$ cat src/rtl/cmp_mon_pkg.sv
// Shared definitions for the comparator window monitor: relation codes and
// the reference unsigned compare used by the decoder.
package cmp_mon_pkg;

  localparam logic [1:0] REL_NONE = 2'b00;
  localparam logic [1:0] REL_GT   = 2'b01;
  localparam logic [1:0] REL_EQ   = 2'b10;
  localparam logic [1:0] REL_LT   = 2'b11;

  // Operands are zero-extended to this width before comparison
  localparam int unsigned REL_CMP_W = 32;

  function automatic logic [1:0] rel_of(input logic [REL_CMP_W-1:0] a,
                                        input logic [REL_CMP_W-1:0] b);
    if (a > b)       return REL_GT;
    else if (a == b) return REL_EQ;
    else             return REL_LT;
  endfunction

endpackage

$ cat src/rtl/cmp_rel_decode.sv
// Combinational unsigned classifier: (a,b) -> GT/EQ/LT relation code.
// WIDTH up to cmp_mon_pkg::REL_CMP_W.
module cmp_rel_decode
  import cmp_mon_pkg::*;
#(
  parameter int WIDTH = 3
) (
  input  logic [WIDTH-1:0] a,
  input  logic [WIDTH-1:0] b,
  output logic [1:0]       rel
);

  logic [REL_CMP_W-1:0] a_ext;
  logic [REL_CMP_W-1:0] b_ext;

  // Zero-extend operands and classify with the shared compare function
  always_comb begin
    a_ext            = '0;
    b_ext            = '0;
    a_ext[WIDTH-1:0] = a;
    b_ext[WIDTH-1:0] = b;
    rel              = rel_of(a_ext, b_ext);
  end

endmodule

$ cat src/rtl/cmp_window_monitor.sv
// Debounced relation monitor for the magnitude comparator stream.
// A new relation commits after HOLD consecutive identical samples and each
// committed change is reported as a valid/ready event.
// Optional feature: define CMP_MON_STATS_EN to build saturating per-relation
// sample counters; otherwise gt_cnt/eq_cnt/lt_cnt read as zero.
module cmp_window_monitor
  import cmp_mon_pkg::*;
#(
  parameter int WIDTH = 3,
  parameter int HOLD  = 4,
  parameter int CNT_W = 8
) (
  input  logic             clk,
  input  logic             rst_n,
  input  logic             clr,
  input  logic             in_valid,
  output logic             in_ready,
  input  logic [WIDTH-1:0] a,
  input  logic [WIDTH-1:0] b,
  output logic [1:0]       rel,
  output logic             ev_valid,
  input  logic             ev_ready,
  output logic [1:0]       ev_old,
  output logic [1:0]       ev_new,
  output logic [CNT_W-1:0] gt_cnt,
  output logic [CNT_W-1:0] eq_cnt,
  output logic [CNT_W-1:0] lt_cnt
);

  localparam logic [3:0] HOLD_RUN = 4'(HOLD);

  function automatic logic [3:0] sat_run(input logic [3:0] r);
    return (r >= HOLD_RUN) ? HOLD_RUN : r + 4'd1;
  endfunction

  function automatic logic [CNT_W-1:0] sat_cnt(input logic [CNT_W-1:0] c);
    return (&c) ? c : c + CNT_W'(1);
  endfunction

  logic [1:0] samp_rel_p0;
  logic       vld_p0;
  logic [1:0] cand_p1;
  logic [3:0] run_p1;
  logic [3:0] run_nxt_p0;
  logic       commit_p0;

  cmp_rel_decode #(.WIDTH(WIDTH)) u_dec (
    .a   (a),
    .b   (b),
    .rel (samp_rel_p0)
  );

  // Stage 0: accept, classify and decide whether this sample commits
  assign in_ready   = ~ev_valid | ev_ready;
  assign vld_p0     = in_valid & in_ready;
  assign run_nxt_p0 = (samp_rel_p0 == cand_p1) ? sat_run(run_p1) : 4'd1;
  assign commit_p0  = vld_p0 && (run_nxt_p0 == HOLD_RUN) && (samp_rel_p0 != rel);

  // Stage 1: debounce run, committed relation and the pending change event
  always_ff @(posedge clk or negedge rst_n) begin
    if (!rst_n) begin
      cand_p1  <= REL_NONE;
      run_p1   <= 4'd0;
      rel      <= REL_NONE;
      ev_valid <= 1'b0;
      ev_old   <= REL_NONE;
      ev_new   <= REL_NONE;
    end else if (clr) begin
      cand_p1  <= REL_NONE;
      run_p1   <= 4'd0;
      rel      <= REL_NONE;
      ev_valid <= 1'b0;
      ev_old   <= REL_NONE;
      ev_new   <= REL_NONE;
    end else begin
      if (vld_p0) begin
        cand_p1 <= samp_rel_p0;
        run_p1  <= run_nxt_p0;
      end
      // A commit can only happen on an accepted sample, so it never
      // overwrites an event the consumer has not been offered the chance to take
      if (commit_p0) begin
        rel      <= samp_rel_p0;
        ev_valid <= 1'b1;
        ev_old   <= rel;
        ev_new   <= samp_rel_p0;
      end else if (ev_valid && ev_ready) begin
        ev_valid <= 1'b0;
      end
    end
  end

`ifdef CMP_MON_STATS_EN
  logic [CNT_W-1:0] gt_q;
  logic [CNT_W-1:0] eq_q;
  logic [CNT_W-1:0] lt_q;

  // Stage 1: saturating per-relation counts of accepted samples
  always_ff @(posedge clk or negedge rst_n) begin
    if (!rst_n) begin
      gt_q <= '0;
      eq_q <= '0;
      lt_q <= '0;
    end else if (clr) begin
      gt_q <= '0;
      eq_q <= '0;
      lt_q <= '0;
    end else if (vld_p0) begin
      case (samp_rel_p0)
        REL_GT:  gt_q <= sat_cnt(gt_q);
        REL_EQ:  eq_q <= sat_cnt(eq_q);
        REL_LT:  lt_q <= sat_cnt(lt_q);
        default: ;
      endcase
    end
  end

  assign gt_cnt = gt_q;
  assign eq_cnt = eq_q;
  assign lt_cnt = lt_q;
`else
  assign gt_cnt = '0;
  assign eq_cnt = '0;
  assign lt_cnt = '0;
`endif

endmodule
$ cat config.mk
export PLATFORM = sky130hd
export DESIGN_NAME = cmp_window_monitor
export DESIGN_NICKNAME = d
export VERILOG_FILES = /design/src/rtl/cmp_mon_pkg.sv /design/src/rtl/cmp_rel_decode.sv /design/src/rtl/cmp_window_monitor.sv
export SDC_FILE = /design/constraint.sdc
export NUM_CORES = 1
export LEC_CHECK = 0
export ABC_AREA = 0
export CORE_ASPECT_RATIO = 1.5
export CORE_MARGIN = 10
export CORE_UTILIZATION = 30
export DETAILED_ROUTE_END_ITERATION = 8
export GPL_TIMING_DRIVEN = 0
export HOLD_SLACK_MARGIN = 0.03
export PLACE_DENSITY = 0.68
export SKIP_CTS_REPAIR_TIMING = 1
export SYNTH_ARGS = -nofsm -noshare
export SYNTH_HDL_FRONTEND = slang
export SYNTH_SLANG_ARGS = --single-unit
$ cat constraint.sdc
create_clock -name clk -period 1.55 [get_ports clk]
set_clock_uncertainty 0.2 [all_clocks]
set_input_delay 0.465 -clock clk [delete_from_list [all_inputs] [get_ports clk]]
set_output_delay 0.465 -clock clk [all_outputs]
set_load 0.005 [all_outputs]
==> results.toml, run 1 <==
[global_routing]
grt_max_degree = 12
globalRouteOverflowTotal = 0
grt_pass1_vias = 766
grt_pass1_wl_um = 3390
track_usage_pct = 7.61
antenna_found_initial = 0

[cts]
cts_tree = "built"
clk_pin_slew_ns = 0.05
htree_num_levels = 1
clock_latency_ns = 0.24
cts_buffers = 3
cts_sinks = 11
cts_buffer_depth = 2
cts-root-buf = "clkbuf_8"

[cells_and_area]
syn_to_final_growth_pct = 73.7
seqCellArea_sq_um = 275
fin_util_pct = 55.0
layout_common_cells = "buf_4 (34), conb_1 (24), dfrtp_1 (11)"
drive_above_1_share_pct = 48.0
fillers = 259
finalNetCount = 166
diodes = 0
stdcell_count = 187
layout_commonest_cell = "buf_4"
multi_input_area_sq_um = 567

[status]
status = "complete, but fails checks"
violations = "setup timing"

[placed_design]
place_congestion = 0.758
place_inst = 171
io_buffers = 18
post-dp-hpwl_um = 1770
dpl_worst_slack_ns = -1.22

[worst_hold_path]
worstHoldStart = "ev_old[1]$_DFFE_PN0P_"
hp-class = "flop to flop"

[yosys]
synth_edf_count = 0
synth.cell_area_sq_um = 857
synth_top_cell_area_share_pct = 32.1
synth_xor_xnor_area_share_pct = 2.04
synthCells = 93
synth_top_family_by_area = "buffers and inverters"
synthSimpleGateAreaFrac_pct = 18.1
syn_avg_cell_area_sq_um = 9.22
synth_area_leaders = "dfrtp_1 (32%), buf_4 (24%), ha_1 (5.8%), mux2i_1 (3.5%), nand2b_1 (2.9%)"
synth.yosys.warnings = 0
yosysUniqueCellTypes = 32
yosys_most_used_dff = "dfrtp_1"
yosysSeqAreaShare_pct = 32.1
ys_ff_latch = 11
synth.area.mux_share_pct = 3.50
synth-compound-area-share_pct = 12.0
yosysTopAreaCell = "dfrtp_1"
synthAdderAreaFrac_pct = 5.84
async_reset_ff_share_pct = 100

[detailed_routing]
wire_per_inst_um = 12.1
vias = 752
via_per_inst = 4.02
drtAntennaViolNets = 0
dr.pass1.iters = 3
drc = 0
wl_um = 2270
drt_iter0_markers = 3

[die]
die_x_um = 63.6
top_level_ports = 43
row_count = 23
die_h_um = 85.5
fp.coreArea_sq_um = 2710
die_area_sq_um = 5440
initial_core_util_pct = 31.7

[timing]
maxSlewViolCount = 0
whs_ns = 0.345
hold_violations = 0
final-setup-viol-count = 10
finalCriticalPeriod_ns = 1.94
tightest_slew_ns = 0.523
rsz0062_at_grt = "true"
fin_ws_ns = -0.385
timing.final.crit_share_pct = 125
slew_headroom_pct = 65.0
max_freq_mhz = 517

[worst_setup_path]
cp.required_ns = 1.51
cp.arrival_ns = 1.90
rr_worst_depth = 5
r2r_end = "ev_old[1]$_DFFE_PN0P_"
r2r_slack_ns = -0.31
worstReg2RegStart = "run_p1[0]$_DFFE_PN0P_"
cp-start-kind = "primary input"
crit_path_end = "run_p1[0]$_DFFE_PN0P_"
startpoint = "b[2]"
crit_type = "primary input to flop"
end_kind = "flop"
crit_fanout = 6

[pwr]
vdd_ir_drop_max_v = 0.000357
p_leak_nw = 0.847
p_per_area_nw_per_um2 = 560

[run]
maxCapViolCount = 0
[cell type report]
class	instances	area share (%)
buffer	28	14.7
clock buffer	4	3.03
inverter	4	2.02
multi-input combinational	73	38.1
sequential	11	18.5
tap	37	3.11
timing repair buffer	30	20.6
[cell usage after synthesis, types with 2 or more instances]
| library cell | count |
|---|---|
| buf_4 | 27 |
| nand3_1 | 3 |
| inv_1 | 4 |
| a21oi_1 | 3 |
| dfrtp_1 | 11 |
| mux2i_1 | 3 |
| nor3_1 | 2 |
| nand2_1 | 5 |
| nor2_1 | 5 |
| nand2b_1 | 4 |
| ha_1 | 4 |
| nor3b_1 | 2 |
[metrics by stage]
| stage | setup TNS [ns] | instance area [sq um] | power, mW |
|---|---|---|---|
| global route | -3.09 | 1490 | 0.880 |
| detailed placement | -11.93 | 1210 | 0.486 |
| CTS | -10.94 | 1260 | 0.781 |
| global placement | -11.30 | 1210 | 0.480 |
| finish | -2.57 | 1490 | 0.834 |
| floorplan | -2.59 | 986 | 0.434 |
[kinds of logic after synthesis]
logic type | Yosys count
AOI/OAI and AO/OA | 13
xor gates and xnor gates | 2
adders and majority gates | 4
buffers and inverters | 32
DFF | 11
muxes | 3
other | 1
and+or+nand+nor | 27
[how the worst min path moves through the flow]
stage               slack [ns]  cells past startpoint                      to
floorplan                -0.03                      0  cand_p1[0]$_DFFE_PN0P_
global placement          0.32                      2   run_p1[1]$_DFFE_PN0P_
CTS                       0.36                      2   run_p1[1]$_DFFE_PN0P_
global route              0.37                      2   run_p1[1]$_DFFE_PN0P_
finish                    0.35                      2   ev_old[1]$_DFFE_PN0P_
detailed placement        0.35                      2   run_p1[1]$_DFFE_PN0P_
[layer usage]
metal	track usage [%]	up-vias	part of all wire (%)
li1	-	379	-
met1	7.67	336	38
met2	13.0	32	52
met3	3.42	5	7.7
met4	3.59	0	1.8
met5	0	-	0
[power by group]
part | switching [mW] | internal, mW | leakage, nW | total, mW
Combinational | 0.106 | 0.139 | 0.674 | 0.245
Clock | 0.106 | 0.180 | 0.0228 | 0.286
Sequential | 0.00748 | 0.295 | 0.150 | 0.302
[state kept, by name, indices dropped and copies added, names as in the netlist]
register and count:
cand_p1 2, ev_new 2, run_p1 4, ev_valid 1, ev_old 2
[critical path, stage by stage]
cell	delay (ns)
buf_8	0.11
inv_12	0.04
ha_4	0.20
a21oi_4	0.14
o21ai_4	0.08
xor2_1	0.14
a31o_2	0.29
buf_4	0.14
o311a_4	0.11
nor3_4	0.15
(Power assumes the default switching activity.)
==> run 2: changes to the inputs <==
--- a/config.mk
+++ b/config.mk
@@ -6,13 +6,12 @@
 export NUM_CORES = 1
 export LEC_CHECK = 0
 export ABC_AREA = 0
-export CORE_ASPECT_RATIO = 1.5
 export CORE_MARGIN = 10
 export CORE_UTILIZATION = 30
 export DETAILED_ROUTE_END_ITERATION = 8
 export GPL_TIMING_DRIVEN = 0
 export HOLD_SLACK_MARGIN = 0.03
-export PLACE_DENSITY = 0.68
+export PLACE_DENSITY = 0.66
 export SKIP_CTS_REPAIR_TIMING = 1
 export SYNTH_ARGS = -nofsm -noshare
 export SYNTH_HDL_FRONTEND = slang
==> constraint.sdc (replaced) <==
create_clock -name clk -period 2 [get_ports clk]
set_clock_uncertainty 0.2 [all_clocks]
set_input_delay 0.6 -clock clk [delete_from_list [all_inputs] [get_ports clk]]
set_output_delay 0.6 -clock clk [all_outputs]
set_load 0.005 [all_outputs]
==> run 2 against run 1 <==
  * The run still ends with setup timing left
  * Critical path depth down 1
  * Non-clock buffer count decreased by 3
  * Final area decreased by 7.6%
  * First-iteration DRC count increased by 33%
  * Largest power group unchanged
==> results.toml, run 2 (synthesized netlist as in run 1, its figures left out) <==
[status]
status = "complete, but fails checks"
violations = "setup timing"

[timing]
tightest_slew_ns = 0.514
finalCriticalPeriod_ns = 2.03
maxSlewViolCount = 0
slew_headroom_pct = 65.6
whs_ns = 0.331
tns_ns = -0.0762
timing.final.crit_share_pct = 101
max_freq_mhz = 493
fin_ws_ns = -0.0297
rsz0062_at_grt = "true"
final-setup-viol-count = 4
hold_violations = 0

[cells_and_area]
fillers = 264
largest_reg_flops = 4
layout_common_cells = "buf_4 (35), conb_1 (24), dfrtp_1 (10)"
drive_above_1_share_pct = 44.2
finalNetCount = 163
fin_util_pct = 50.3
regMostFlops = "run_p1"
diodes = 0
layout_commonest_cell = "buf_4"
stdcell_area_sq_um = 1380
syn_to_final_growth_pct = 60.6
stdcell_count = 178

[detailed_routing]
via_per_inst = 4.15
wl_um = 2170
wire_per_inst_um = 12.2
drt_iter0_markers = 4
dr.pass1.iters = 3
drc = 0
vias = 738
drtAntennaViolNets = 0

[worst_hold_path]
hold_end = "run_p1[1]$_DFFE_PN0P_"
worstHoldStart = "run_p1[1]$_DFFE_PN0P_"
hp-class = "flop to flop"
worstHoldPathCells = 2

[cts]
cts-root-buf = "clkbuf_4"
clk_pin_slew_ns = 0.07
htree_num_levels = 1
cts_buffers = 3
cts_buffer_depth = 2
clock_latency_ns = 0.28
cts_tree = "built"
cts_sinks = 11

[pwr]
fin_total_pwr_uw = 563
p_leak_nw = 0.761
vdd_ir_drop_max_v = 0.000278
p_per_area_nw_per_um2 = 409

[worst_setup_path]
cp-start-kind = "primary input"
end_kind = "flop"
r2r_slack_ns = 0.15
cp.required_ns = 1.99
worstReg2RegStart = "run_p1[0]$_DFFE_PN0P_"
critical-path-slowest-cell = "ha_4"
rr_worst_depth = 5
critPathBufInv = 2
critPathMaxStageDelay_ns = 0.27
crit_fanout = 3
r2r_end = "ev_new[0]$_DFFE_PN0P_"
crit_family = "compound AO/OA/AOI/OAI gates"
cp.arrival_ns = 2.02
crit_chain = "clkbuf_2 -> ha_4 -> a21oi_4 -> o21ai_4 -> buf_4 -> xnor2_1 -> nand3_1 -> and3_4 -> a211oi_2"
crit_type = "primary input to flop"

[placed_design]
place_congestion = 0.733
post-dp-hpwl_um = 1660
place_inst = 165
dpl_worst_slack_ns = -0.880
io_buffers = 18
postPlaceCellArea_sq_um = 1200

[global_routing]
antenna_found_initial = 0
use_met1_pct = 7.22
grt-busiest-layer = "met2"
grt_util_met2_pct = 10.9
grt_pass1_wl_um = 3000
grt_max_degree = 12
track_usage_pct = 6.87
grt_pass1_vias = 650
globalRouteOverflowTotal = 0
grt_use_met3_pct = 3.50

[die]
initial_core_util_pct = 31.4
row_count = 19
die_area_sq_um = 5390
top_level_ports = 43
die_x_um = 73.5
die_h_um = 73.5
fp.coreArea_sq_um = 2730

[run]
maxCapViolCount = 0
[run 2: worst max-delay path by stage]
stage | from | to | cells past startpoint
floorplan | b[2] | ev_new[0]$_DFFE_PN0P_ | 8
global placement | b[2] | ev_new[0]$_DFFE_PN0P_ | 8
detailed placement | b[2] | ev_new[0]$_DFFE_PN0P_ | 8
CTS | b[2] | ev_new[0]$_DFFE_PN0P_ | 9
global route | a[2] | ev_new[1]$_DFFE_PN0P_ | 9
finish | a[2] | ev_new[1]$_DFFE_PN0P_ | 9
[run 2: routing by layer]
layer / part of all wire (%) / vias to the layer above
li1: - / 370
met1: 38 / 339
met2: 52 / 24
met3: 8.2 / 5
met4: 1.8 / 0
met5: 0 / -
[run 2: power by group]
part,switching (mW),total (mW),internal (mW),leakage [nW]
Combinational,0.0773,0.175,0.0978,0.598
Sequential,0.00519,0.233,0.228,0.148
Clock,0.0773,0.155,0.0774,0.0150
Total,0.160,0.563,0.403,0.761
[run 2: worst reg2reg max path, stage by stage, from the launching register on]
cell	delay (ns)
dfrtp_1	0.41
ha_1	0.32
o21ai_0	0.24
o311a_4	0.24
and3_4	0.20
mux2i_1	0.18
[run 2: area by class of cell]
type | count | area [sq um] | area share [%]
Multi-Input combinational cell | 73 | 539 | 39.2
Timing Repair Buffer | 27 | 254 | 18.5
Sequential cell | 11 | 277 | 20.1
Inverter | 4 | 30.0 | 2.18
Clock buffer | 4 | 26.3 | 1.91
Buffer | 28 | 211 | 15.4
Tap cell | 31 | 38.8 | 2.82
==> variant 1, RTL diff (settings of run 2) <==
The option `CMP_MON_STATS_EN` is turned on by a define.
--- a/src/rtl/cmp_window_monitor.sv
+++ b/src/rtl/cmp_window_monitor.sv
@@ -5,2 +5,4 @@
 // sample counters; otherwise gt_cnt/eq_cnt/lt_cnt read as zero.
+`define CMP_MON_STATS_EN
+
 module cmp_window_monitor
Formal check against the unedited RTL: not equivalent (a bounded check fails within 4 cycles, from zero or initial values and one cycle with rst_n low).
==> variant 1 against run 2 <==
The flow still finishes with violations (negative setup slack). Routed wire length rose by 120%. Sequential share of layout area up 8.7 points. Synthesized area up 120%. Total power grew to 2.7 times the old value. First-iteration DRC count grew to 13 times the old value. Sequential cell count up 24. Design area rose by 120%. Setup slack lost 150 ps. Via count increased by 120%. Cell count rose by 97%. Critical path depth did not move. Fmax shrank 6.7%.
==> variant 1: results (changes against run 2) <==
{
  "drt": {
    "first_iter_violations": {"value": 53, "change": "+49"},
    "drt-total-wl": {"value": 4810, "unit": "um", "change": "+120%"},
    "drt-pass1-iter-count": {"value": 4, "change": "+1"},
    "detail_route.vias_per_cell": {"value": 4.73, "change": "+14%"},
    "num_vias": {"value": 1656, "change": "+120%"}
  },
  "placed_design": {
    "dp_hpwl": {"value": 3140, "unit": "um", "change": "+89%"},
    "post-place-ws": {"value": -1190, "unit": "ps", "change": "-311 ps"},
    "io_buffer_count": {"value": 41, "change": "+23"},
    "routabilityCongestion": {"value": 0.779, "change": "+6.3%"},
    "dp_cells": {"value": 297, "change": "+80%"}
  },
  "worst_setup_path": {
    "cp_slowest_stage_delay": {"value": 320, "unit": "ps", "change": "+50 ps"},
    "reg2reg_to": "lt_cnt[3]",
    "depth_of_the_worst_register_to_register_path": {"value": 9, "change": "+4"},
    "cpMaxStageDelayCell": "sky130_fd_sc_hd__a311oi_4",
    "worstReg2RegStart": "lt_cnt[1]",
    "critPathArrivalTime": {"value": 2190, "unit": "ps", "change": "+170 ps"},
    "regToRegSetupSlack": {"value": -50, "unit": "ps", "change": "-200 ps"},
    "critPathMaxFanout": {"value": 6, "change": "+3"}
  },
  "pwr": {
    "vdd_ir_drop_max": {"value": 0.282, "unit": "mV", "change": "+1.2%"}
  },
  "clock_network": {
    "cts.root.buffer_cell": "sky130_fd_sc_hd__clkbuf_8",
    "h_tree_levels": {"value": 2, "change": "+1"}
  },
  "finish": {
    "num-nets-final": {"value": 292, "change": "+79%"},
    "drive_above_1_share": {"value": 35.6, "unit": "%", "change": "-8.6 points"}
  },
  "timing": {
    "max_slew.worst_pin.slew": {"value": 818, "unit": "ps", "change": "+304 ps"},
    "final-setup-viol-count": {"value": 18, "change": "+14"},
    "worst_slack": {"value": -175, "unit": "ps", "change": "-145 ps"}
  },
  "global_routing": {
    "grt_pass1_wl": {"value": 7480, "unit": "um", "change": "+150%"},
    "grt_util_all_layers": {"value": 9.12, "unit": "%", "change": "+2.3 points"},
    "first_global_vias": {"value": 1588, "change": "+140%"},
    "grt_max_degree": {"value": 36, "change": "+24"}
  },
  "synthesis": {
    "yosysUniqueCellTypes": {"value": 40, "change": "+25%"},
    "synth_top_cell_area_share": {"value": 47.1, "unit": "%", "change": "+15 points"},
    "synth.avg_cell_area": {"value": 10.3, "unit": "um2", "change": "+11%"},
    "synth.top_cells.by_area": "sky130_fd_sc_hd__dfrtp_1, sky130_fd_sc_hd__xor2_1, sky130_fd_sc_hd__nor2_1, sky130_fd_sc_hd__ha_1, sky130_fd_sc_hd__mux2i_1"
  },
  "run_status": {
    "violations": "negative setup slack",
    "run_status": "finished with violations"
  },
  "worst_hold_path": {
    "holdCritPathClass": "in -> async"
  }
}
[variant 1: worst reg2reg max path: stages, from the launching register on]
cell	delay, ps
sky130_fd_sc_hd__dfrtp_1	400
sky130_fd_sc_hd__ha_2	210
sky130_fd_sc_hd__and3_1	170
sky130_fd_sc_hd__and3_4	180
sky130_fd_sc_hd__nor4_4	270
sky130_fd_sc_hd__buf_6	160
sky130_fd_sc_hd__buf_4	110
sky130_fd_sc_hd__nand2_2	50
sky130_fd_sc_hd__xor2_1	130
sky130_fd_sc_hd__nor2_1	50
[variant 1: stage by stage]
step,area [um2],hold WS (ps)
floorplan,1960,104
CTS,2540,226
global route,3080,270
global placement,2460,311
detailed placement,2460,321
finish,3080,204
[variant 1: worst max-delay path by stage]
stage | start | endpoint | slack (ps) | cells past startpoint
finish | a[2] | ev_new[1] | -180 | 9
global route | b[2] | ev_new[0] | -240 | 10
CTS | b[2] | gt_cnt[7] | -890 | 9
detailed placement | b[2] | ev_new[1] | -1190 | 9
global placement | b[2] | ev_new[1] | -1160 | 9
floorplan | b[1] | gt_cnt[7] | -340 | 8
[variant 1: logic make-up (layout without fill, tap and decap cells)]
group / count (synthesis) / after routing / share of synthesized area (%)
buffers and inverters: 14 / 108 / 3.64
AOI/OAI and AO/OA: 16 / 16 / 6.47
xor gates and xnor gates: 22 / 22 / 10.4
DFF: 35 / 35 / 47.1
muxes: 7 / 7 / 3.77
adders and majority gates: 7 / 7 / 4.71
and+or+nand+nor: 80 / 80 / 23.9
[variant 1: area by class of cell]
type,count,area (um2)
plain buffers,7,33.8
clock buffers,7,76.3
clock inverters,1,5.00
fillers,553,2880
inverters,6,47.5
multi-input cells,132,1100
flip-flops and latches,35,886
well taps,75,93.8
repair buffers,87,831
[variant 1: per-layer routing]
layer,GRT usage (%),share of wire [%]
met2,14.8,51
met1,10.2,42
met5,0,0
met3,4.33,6.0
met4,3.31,0.96
[variant 1: power breakdown]
part | internal, mW | total, mW | switching, mW
Sequential | 0.722 | 0.738 | 0.0161
Clock | 0.244 | 0.497 | 0.253
Combinational | 0.151 | 0.287 | 0.136
Total | 1.12 | 1.52 | 0.405
==> variant 2, RTL diff (flow settings as in run 2) <==
Made on the original files. Change the parameter `CNT_W` from 8 to 6.
--- a/src/rtl/cmp_window_monitor.sv
+++ b/src/rtl/cmp_window_monitor.sv
@@ -10,3 +10,3 @@
   parameter int HOLD  = 4,
-  parameter int CNT_W = 8
+  parameter int CNT_W = 6
 ) (
Interface: changed (resized eq_cnt, gt_cnt and lt_cnt); port bits go from 43 to 37. The function was not compared with the original's and may differ.
==> variant 2 against run 2 <==
The flow still finishes with violations (negative setup slack). Sequential cell count stayed put. Design area is 0.91% lower. Hold slack better by 2.8 ps. Clock power is 4% lower. Setup slack worse by 25 ps. Total power is 0.11% lower. Routed wire length is 2.9% lower. Synthesized area is 5.3% lower.
==> variant 2: results (changes against run 2) <==
{
  "drt": {
    "drt-total-wl": {"value": 2110, "unit": "um", "change": "-2.9%"},
    "first_iter_violations": {"value": 19, "change": "+15"},
    "drt-pass1-iter-count": {"value": 4, "change": "+1"},
    "detail_route.vias_per_cell": {"value": 4.26, "change": "+2.7%"}
  },
  "pwr": {
    "vdd_ir_drop_max": {"value": 0.284, "unit": "mV", "change": "+2.0%"},
    "power.leakage": {"value": 0.776, "unit": "nW", "change": "+1.9%"}
  },
  "placed_design": {
    "routabilityCongestion": {"value": 0.779, "change": "+6.3%"},
    "detailed_place.area": {"value": 0.00114, "unit": "mm2", "change": "-5.7%"}
  },
  "global_routing": {
    "grt_pass1_wl": {"value": 2900, "unit": "um", "change": "-3.4%"},
    "grt_util_all_layers": {"value": 6.83, "unit": "%", "change": "-0.041 points"}
  },
  "worst_setup_path": {
    "critPathMaxFanout": {"value": 5, "change": "+2"},
    "depth_of_the_worst_register_to_register_path": {"value": 6, "change": "+1"},
    "critPathArrivalTime": {"value": 2040, "unit": "ps", "change": "+20 ps"}
  },
  "finish": {
    "num-nets-final": {"value": 154, "change": "-5.5%"},
    "post_layout_nonfiller_instances": {"value": 168, "change": "-5.6%"},
    "fill_cells": {"value": 248, "change": "-6.1%"},
    "flip_flop_count_of_the_largest_register_after_layout": {"value": 4, "change": "unchanged"},
    "diodes": {"value": 0, "change": "unchanged"},
    "drive_above_1_share": {"value": 47.1, "unit": "%", "change": "+2.9 points"}
  },
  "run_status": {
    "violations": "negative setup slack",
    "run_status": "finished with violations"
  },
  "synthesis": {
    "synthCells": {"value": 87, "change": "-6.5%"},
    "yosysUniqueCellTypes": {"value": 32, "change": "unchanged"},
    "synth_sequential_area_ratio": {"value": 33.9, "unit": "%", "change": "+1.8 points"}
  },
  "timing": {
    "final-setup-viol-count": {"value": 4, "change": "unchanged"},
    "worst_slack": {"value": -54.7, "unit": "ps", "change": "-25.1 ps"},
    "max-slew-margin-rel": {"value": 66.4, "unit": "%", "change": "+0.74 points"}
  }
}
-- variant 2: changes by cell type after synthesis, sizes merged --
| cell | before | now |
|---|---|---|
| buf | 28 | 22 |
-- variant 2: final timing paths --
path	start	end	slack (ps)
max	a[2]	ev_old[0]	-50
min reg2reg	run_p1[1]	run_p1[1]	330
min in group asynchronous	rst_n	cand_p1[0]	460
max in group asynchronous	rst_n	ev_new[1]	770
min	run_p1[1]	run_p1[1]	330
max reg2reg	run_p1[0]	ev_new[1]	100
-- variant 2: through the flow --
stage                     hold slack (ps)  utilization, %  TNS (ps)  setup WS [ps]
final                                 334            54.1      -152          -54.7
after global routing                  359            54.1      -411           -124
after CTS                             339            46.1     -5400           -642
after detailed placement              330            45.0     -7820           -919
after global placement                315            45.0     -7610           -891
after floorplan                       104               -      -213          -86.5
-- variant 2: cells by family after synthesis --
group,after synthesis,synth area share [%]
simple gates,27,19.1
fa+ha+maj,4,6.16
compound gates,13,12.6
xor+xnor,2,2.16
other cells,1,0.462
flops,11,33.9
mux,3,3.70
buf+inv,26,21.9
-- variant 2: worst max-delay path: stages --
cell,delay [ps]
sky130_fd_sc_hd__clkbuf_2,100
sky130_fd_sc_hd__ha_4,260
sky130_fd_sc_hd__a21oi_4,140
sky130_fd_sc_hd__o21ai_4,80
sky130_fd_sc_hd__xor2_1,140
sky130_fd_sc_hd__a31o_2,290
sky130_fd_sc_hd__buf_4,150
sky130_fd_sc_hd__nand3_2,80
sky130_fd_sc_hd__mux2i_1,200
-- variant 2: metal layers --
metal	share of wire [%]	vias up	global-route usage, %
li1	-	360	-
met1	41	327	6.70
met2	50	26	11.6
met3	8.8	2	4.49
met4	0.43	0	1.94
met5	0	-	0
-- variant 2: layout make-up --
class                   instances  area [um2]  share of cell area, %
inverters                       4        30.0                   2.20
well taps                      30        37.5                   2.75
flip-flops and latches         11         277                   20.3
plain buffers                  22         166                   12.2
clock buffers                   4        26.3                   1.93
repair buffers                 30         292                   21.4
multi-input cells              67         536                   39.3
-- variant 2: power breakdown --
part | switching [mW] | leakage (nW) | internal [mW] | total, mW
Clock | 0.0717 | 0.0150 | 0.0772 | 0.149
Combinational | 0.0768 | 0.613 | 0.104 | 0.180
Sequential | 0.00492 | 0.148 | 0.228 | 0.233
